<file path="src/rtl/dm_pkg.sv">
// Shared types and constants for the two-port data-memory arbiter.
// Imported by dm_rr_arb and dm_arbiter.
package dm_pkg;

   typedef enum logic {
      IDLE    = 1'b0,
      RD_WAIT = 1'b1
   } dm_state_e;

   localparam logic       PORT_CORE = 1'b0;
   localparam logic       PORT_DBG  = 1'b1;
   localparam logic [3:0] WEA_NONE  = 4'b0000;

   typedef struct packed {
      logic        we;
      logic [31:0] addr;
      logic [3:0]  be;
      logic [31:0] wdata;
   } dm_cmd_t;

   // True when any byte-address bit above the memory's word range is set.
   function automatic logic addr_out_of_range(input logic [31:0] addr, input int unsigned depth_w);
      return (addr >> (depth_w + 2)) != 32'd0;
   endfunction

endpackage

</file>
<file path="src/rtl/dm_rr_arb.sv">
// Two-requester round-robin select: on a tie the port that did not win last
// time is granted. Output is one-hot (or zero when nobody requests).
module dm_rr_arb
   import dm_pkg::*;
(
   input  logic [1:0] req,
   input  logic       last_gnt,
   output logic [1:0] gnt
);

   always_comb begin
      gnt = 2'b00;
      case (req)
         2'b01:   gnt = 2'b01;
         2'b10:   gnt = 2'b10;
         2'b11:   gnt = (last_gnt == PORT_CORE) ? 2'b10 : 2'b01;
         default: gnt = 2'b00;
      endcase
   end

endmodule

</file>
<file path="src/rtl/dm_arbiter.sv">
// Arbitrates the core load/store port and the debug/DMA port onto a single
// synchronous data memory; stores take one cycle, loads two.
module dm_arbiter
   import dm_pkg::*;
#(
   parameter int DEPTH_W = 10
) (
   input  logic               clk,
   input  logic               rstn,

   input  logic               p0_req,
   input  logic               p0_we,
   input  logic [31:0]        p0_addr,
   input  logic [3:0]         p0_be,
   input  logic [31:0]        p0_wdata,
   output logic               p0_gnt,
   output logic               p0_rvalid,
   output logic [31:0]        p0_rdata,
   output logic               p0_err,

   input  logic               p1_req,
   input  logic               p1_we,
   input  logic [31:0]        p1_addr,
   input  logic [3:0]         p1_be,
   input  logic [31:0]        p1_wdata,
   output logic               p1_gnt,
   output logic               p1_rvalid,
   output logic [31:0]        p1_rdata,
   output logic               p1_err,

   output logic               mem_en,
   output logic [DEPTH_W-1:0] mem_addr,
   output logic [3:0]         mem_wea,
   output logic [31:0]        mem_wdata,
   input  logic [31:0]        mem_rdata
);

   dm_state_e state_q, state_d;
   logic      last_gnt_q, last_gnt_d;
   logic      owner_q, owner_d;

   logic [1:0] arb_req;
   logic [1:0] arb_gnt;
   dm_cmd_t    cmd0, cmd1, sel_cmd;
   logic       sel_port;
   logic       sel_err;

   assign cmd0 = '{we: p0_we, addr: p0_addr, be: p0_be, wdata: p0_wdata};
   assign cmd1 = '{we: p1_we, addr: p1_addr, be: p1_be, wdata: p1_wdata};

   // Requests are only visible to the arbiter while idle and out of reset, so
   // nothing is granted while rstn is held low or a load is completing.
   assign arb_req = (state_q == IDLE && rstn) ? {p1_req, p0_req} : 2'b00;

   dm_rr_arb u_rr_arb (
      .req      (arb_req),
      .last_gnt (last_gnt_q),
      .gnt      (arb_gnt)
   );

   assign sel_port = arb_gnt[1];
   assign sel_cmd  = sel_port ? cmd1 : cmd0;
   assign sel_err  = addr_out_of_range(sel_cmd.addr, DEPTH_W);

   always_ff @(posedge clk or negedge rstn) begin
      if (!rstn) begin
         state_q    <= IDLE;
         last_gnt_q <= PORT_DBG;
         owner_q    <= PORT_CORE;
      end else begin
         state_q    <= state_d;
         last_gnt_q <= last_gnt_d;
         owner_q    <= owner_d;
      end
   end

   // Next-state and all outputs; mem_* stay at zero except on a good grant.
   always_comb begin
      state_d    = state_q;
      last_gnt_d = last_gnt_q;
      owner_d    = owner_q;
      p0_gnt     = 1'b0;
      p1_gnt     = 1'b0;
      p0_err     = 1'b0;
      p1_err     = 1'b0;
      p0_rvalid  = 1'b0;
      p1_rvalid  = 1'b0;
      p0_rdata   = 32'd0;
      p1_rdata   = 32'd0;
      mem_en     = 1'b0;
      mem_addr   = '0;
      mem_wea    = WEA_NONE;
      mem_wdata  = 32'd0;

      case (state_q)
         IDLE: begin
            if (arb_gnt != 2'b00) begin
               p0_gnt     = arb_gnt[0];
               p1_gnt     = arb_gnt[1];
               last_gnt_d = sel_port;
               if (sel_err) begin
                  p0_err = arb_gnt[0];
                  p1_err = arb_gnt[1];
               end else begin
                  mem_en   = 1'b1;
                  mem_addr = DEPTH_W'(sel_cmd.addr >> 2);
                  if (sel_cmd.we) begin
                     mem_wea   = sel_cmd.be;
                     mem_wdata = sel_cmd.wdata;
                  end else begin
                     owner_d = sel_port;
                     state_d = RD_WAIT;
                  end
               end
            end
         end

         RD_WAIT: begin
            if (owner_q == PORT_CORE) begin
               p0_rvalid = 1'b1;
               p0_rdata  = mem_rdata;
            end else begin
               p1_rvalid = 1'b1;
               p1_rdata  = mem_rdata;
            end
            state_d = IDLE;
         end

         default: state_d = IDLE;
      endcase
   end

endmodule

</file>
<file path="config.mk">
export PLATFORM = sky130hd
export DESIGN_NAME = dm_arbiter
export DESIGN_NICKNAME = d
export VERILOG_FILES = /design/src/rtl/dm_pkg.sv /design/src/rtl/dm_rr_arb.sv /design/src/rtl/dm_arbiter.sv
export SDC_FILE = /design/constraint.sdc
export NUM_CORES = 1
export LEC_CHECK = 0
export BUFFER_PORTS_ARGS = -buffer_cell sky130_fd_sc_hd__buf_2
export CORE_AREA = 8 8 107 109
export DETAILED_ROUTE_END_ITERATION = 8
export DIE_AREA = 0 0 115 117
export PLACE_DENSITY = 0.6
export SETUP_SLACK_MARGIN = 0.02
export SLEW_MARGIN = 30
export SYNTH_ARGS = -nofsm -noshare
export SYNTH_HDL_FRONTEND = slang
export SYNTH_HIERARCHICAL = 1
export SYNTH_SLANG_ARGS = --single-unit
</file>
<file path="constraint.sdc">
create_clock -name clk -period 3.5 [get_ports clk]
set_input_delay 0.7 -clock clk [delete_from_list [all_inputs] [get_ports clk]]
set_output_delay 0.7 -clock clk [all_outputs]
set_load 0.02 [all_outputs]
</file>
Word-level counts from Yosys, hierarchy flattened. Index checks and enable logic that the tools add are counted.

Bitwise gates (word level): 3. Multiplexer cells: 40. Equal/unequal tests: 3. Reduce and logical (&&, ||, !) cells: 5.

Operators by type and width (count): 2-to-1 mux 32 bit (8); 2-to-1 mux 69 bit (1); nonzero test 32 bit (1); 2-to-1 mux 10 bit (3); 2-to-1 mux 1 bit (20); 2-to-1 mux 4 bit (4); case mux 2 bit (3 select lines) (1); equality test 2 bit, second input constant (2); 2-to-1 mux 2 bit (2); AND reduction 4 bit (1); inverter 1 bit (3); equality test 2 x 1 -> 1 bit, second input constant (1); case mux 1 bit (2 select lines) (1); AND reduction 2 bit (1); nonzero test 2 bit (1); logical AND 1 bit (1).

Register bits after elaboration: 3. Output and inout port bits: 117.

Depth between registers and ports, before layout.
Word-level depth: 10. Gate-level depth with buffers: 10. Depth with buffers taken out: 6.

By module. Netlist, hierarchy kept.

By module, submodules not included: dm_arbiter (times used 1, cells an instance 225, sequential area each 76.3 um2, area an instance 1816.7 um2); dm_rr_arb (times used 1, cells an instance 3, sequential area each 0.0 um2, area an instance 18.8 um2).

Least setup slack after synthesis. No wires, ideal clock.

Path type: input to output. From: input p1_req. To: output mem_addr[5]. Path buffers: 3. Slack: 0.495 ns. Arrival: 2.305 ns. Stages on the path: 9. Required time: 2.800 ns. Cells stage by stage: and3b_1 a21boi_0 buf_6 nor4_4 nand2_1 o22a_1 buf_6 buf_6 nor3_2.

Longest elaborated chain between the ends: 8.

Ends and longest elaborated chain: start: declaration (line dm_arbiter.sv:21) `input logic p1_req,`; 2-to-1 mux 2 bit (*) (line dm_arbiter.sv:53) `assign arb_req = (state_q == IDLE && rstn) ? {p1_req, p0_req} : 2'b00;`; equality test 2 bit / equality test 2 x 1 -> 1 bit (equally long branches) (line dm_rr_arb.sv:13) `case (req)`; case mux 2 bit (3 select lines) (*) (line dm_rr_arb.sv:13); net arb_gnt[1] (line dm_arbiter.sv:43) `logic [1:0] arb_gnt;`; 2-to-1 mux 69 bit (line dm_arbiter.sv:62) `assign sel_cmd = sel_port ? cmd1 : cmd0;`; nonzero test 32 bit (line dm_pkg.sv:23) `return (addr >> (depth_w + 2)) != 32'd0;`; 2-to-1 mux 10 bit (line dm_arbiter.sv:101) `if (sel_err) begin`; 2-to-1 mux 10 bit (*) (line dm_arbiter.sv:97) `if (arb_gnt != 2'b00) begin`; 2-to-1 mux 10 bit (*) (line dm_arbiter.sv:95) `case (state_q)`; end: declaration (line dm_arbiter.sv:32) `output logic [DEPTH_W-1:0] mem_addr,`.

Mark *: on every way through the listed nets, which the timed path passes. The rest lies on a longest branch.

Final worst setup path.
From: input rstn. To: output mem_wdata[11].

Longest elaborated chain between the ends: 9.

Ends and longest elaborated chain: start: declaration (line dm_arbiter.sv:9) `input logic rstn,`; logical AND 1 bit (*) (line dm_arbiter.sv:53); 2-to-1 mux 2 bit (*) (line dm_arbiter.sv:53); net arb_req[1] (line dm_arbiter.sv:42) `logic [1:0] arb_req;`; equality test 2 bit / equality test 2 x 1 -> 1 bit (equally long branches) (line dm_rr_arb.sv:13); case mux 2 bit (3 select lines) (*) (line dm_rr_arb.sv:13); net arb_gnt[1] (line dm_arbiter.sv:43); 2-to-1 mux 69 bit (line dm_arbiter.sv:62); nonzero test 32 bit / 2-to-1 mux 32 bit (equally long branches) (line dm_pkg.sv:23, dm_arbiter.sv:107); 2-to-1 mux 32 bit (line dm_arbiter.sv:101); 2-to-1 mux 32 bit (*) (line dm_arbiter.sv:97); 2-to-1 mux 32 bit (*) (line dm_arbiter.sv:95); end: declaration (line dm_arbiter.sv:34) `output logic [31:0] mem_wdata,`.

Marks and branches as above.

==> metrics.cfg <==
[finish]
utilization_pct = 34.6
stdcell_count = 634
area_delta_synth_final_pct = 86.5
fill_cells = 1109
multi_input_comb_area_um2 = 1600
drive_gt1_share_pct = 69.9
register_area_um2 = 76.3
antenna_cells = 0
final_cell_area_um2 = 3420
nets = 673

[timing]
slew_headroom_pct = 74.9
slew_violations = 0
grt_setup_unrepaired = no
max_slew.worst_pin.slew_ps = 373
setup_viol = 0
hold_viol = 0
min_period_over_period_pct = 93.2
period_needed_ps = 3260
fin_ws_ps = 239
fin_setup_tns_ps = 0
finClkSkew_ps = 1.93
fmax_ghz = 0.307

[synthesis]
synth_compound_area_share_pct = 3.54
synth-simple-area-share_pct = 57.1
muxShareOfSynthArea_pct = 25.6
synth_top_family_by_area = simple AND/OR/NAND/NOR gates
ys_ff_latch = 3
syn_inst = 228
seq_area_frac_synth_pct = 4.16
syn_area_per_cell_um2 = 8.05
synth.cell_area_um2 = 1840
synth_adder_area_share_pct = 0
ys_warn_count = 6
synthXorXnorAreaFrac_pct = 0
synth_cell_types = 28
synth_fp_nets = 402

[pwr]
power_switching_w = 0.000130
internal_power_w = 0.000229
pwr-share-comb_pct = 60.4
power_density_nw_per_um2 = 105
switching_share_pct = 36.3
p_clk_share_pct = 28.4
ir_worst_vdd_mv = 0.121
p_seq_share_pct = 11.2
p_leak_nw = 1.98

[setup_path]
critPathLaunchType = input port
cp_data_arrival_time_ps = 2560
r2r_setup_slack_ps = 1560
cp_max_fo = 47
crit_path_end = mem_wdata[11]
cp-startpoint = rstn
cp-end-kind = primary output
ff2ff_path_depth = 6
r2r-end = owner_q
cp.required_ps = 2800
rr_startpoint = state_q
path_class = input port to primary output

[job]
drv_cap = 0

[global_routing]
grt_pass1_wl_um = 13900
antenna_found_initial = 0
grt.total_usage_pct = 12.6
grt_pass1_vias = 2848
grt_overflow_total = 0
grt_max_degree = 48

[die]
die-width_um = 115
core_um2 = 9910
io_pins = 291
rows = 37
die_h_um = 117
start_util_pct = 18.5
dieArea_um2 = 13500

[placed_design]
dp_slack_ps = 234
hpwl_um = 8290
gp_congestion = 0.828
dp_cells = 630
place_area_um2 = 3380
port_buffers = 286

[outcome]
status = finished clean

[routing]
postRouteAntennaNets = 0
drc = 0
wl_per_cell_um = 14.9
via_count = 2736
drt_iter0_drc = 84
viasPerCell = 4.32
wl_um = 9440
dr.pass1.iters = 4

[clock_tree]
clock-sinks = 3
cts_root_buf = clkbuf_8
cts_buffers = 3
htreeDepth = 1
hold_buffers = 0
cts_tree = built
cts_setup_buffers = 0
cts.clk_slew.worst_paths_ps = 30
cts_buffer_depth = 2
insertion_delay_ps = 220
cts-resized-gates = 0

[worst_hold_path]
hold_path.class = input port to async pin

## cell type report
class | count | area share, %
multi-input cells | 195 | 46.7
repair buffers | 293 | 44.4
well taps | 136 | 4.97
flip-flops and latches | 3 | 2.23
clock buffers | 4 | 1.32
inverters | 3 | 0.329
## synth_stat cells
| master | instances | area (um2) |
|---|---|---|
| nand2b_1 | 1 | 6.26 |
| nor4_1 | 7 | 43.8 |
| o21bai_1 | 1 | 7.51 |
| and3b_1 | 2 | 17.5 |
| buf_6 | 7 | 78.8 |
| a21boi_1 | 1 | 7.51 |
| nor2_1 | 4 | 15.0 |
| inv_1 | 3 | 11.3 |
| nor3_2 | 46 | 460 |
| nor2b_1 | 3 | 18.8 |
| dfrtp_1 | 2 | 50.1 |
| nor4_4 | 1 | 21.3 |
| and2_1 | 35 | 219 |
| nand2_1 | 3 | 11.3 |
| dfstp_2 | 1 | 26.3 |
| o22ai_1 | 1 | 6.26 |
| o22a_1 | 1 | 8.76 |
| a21boi_0 | 1 | 7.51 |
| and3_1 | 32 | 200 |
| nor3_1 | 2 | 10.0 |
| mux2i_1 | 47 | 470 |
| nand4_1 | 4 | 25.0 |
| o41ai_1 | 1 | 8.76 |
| buf_2 | 8 | 40.0 |
| o221ai_1 | 1 | 8.76 |
| buf_1 | 1 | 3.75 |
| clkbuf_1 | 11 | 41.3 |
| o21ba_2 | 1 | 10.0 |
## power groups by stage
stage,combinational (W),sequential [W],clock [W]
after floorplan,0.0000999,0.0000392,0
after global placement,0.000212,0.0000407,0
after detailed placement,0.000219,0.0000407,0
after CTS,0.000219,0.0000404,0.000104
after global routing,0.000238,0.0000408,0.000107
final,0.000217,0.0000403,0.000102
## cell usage in the layout (no fill, tap or decap), types with 2 or more instances in the layout
cell	n
buf_2	286
mux2i_1	47
nor3_2	46
and2_1	35
and3_1	32
nor4_1	7
nor2_1	4
nand4_1	4
buf_4	4
nand2_1	3
nor2b_1	3
inv_1	3
clkbuf_8	3
buf_12	3
nor3_1	2
and3b_1	2
dfrtp_1	2
## through the flow
step | total power (W) | hold WS (ps)
3_5_place_dp | 0.000259 | 497
2_1_floorplan | 0.000139 | 404
4_1_cts | 0.000364 | 282
6_report | 0.000359 | 285
5_1_grt | 0.000385 | 293
3_3_place_gp | 0.000253 | 500
## layer usage
| metal | track usage, % | wire length [um] | vias up |
|---|---|---|---|
| met4 | 2.63 | 51 | 0 |
| met1 | 13.0 | 3420 | 1235 |
| met3 | 3.23 | 843 | 4 |
| met5 | 0 | 0 | - |
| met2 | 24.8 | 5120 | 134 |
| li1 | - | - | 1363 |
## registers in the layout, indices dropped and copies added, names as in the netlist
name / flops
owner_q: 1
last_gnt_q: 1
state_q: 1
## kinds of logic after synthesis
family	Yosys count
buffers and inverters	30
DFF	3
muxes	47
and+or+nand+nor	140
AOI/OAI and AO/OA	8
## critical path: stages
cell and delay (ps):
buf_2 130, and3b_1 190, a21boi_4 330, nor2b_1 220, nand2_1 70, o22a_2 270
buf_12 210, nor3_2 220, buf_2 190
## worst min path at each step
stage | startpoint | end | slack (ps) | cells after the start
global placement | last_gnt_q | last_gnt_q | 500 | 2
finish | rstn | owner_q | 280 | 1
floorplan | rstn | owner_q | 400 | 0
global route | rstn | owner_q | 290 | 1
CTS | rstn | owner_q | 280 | 1
detailed placement | last_gnt_q | last_gnt_q | 500 | 2
Power figures use the tool's default switching activity.
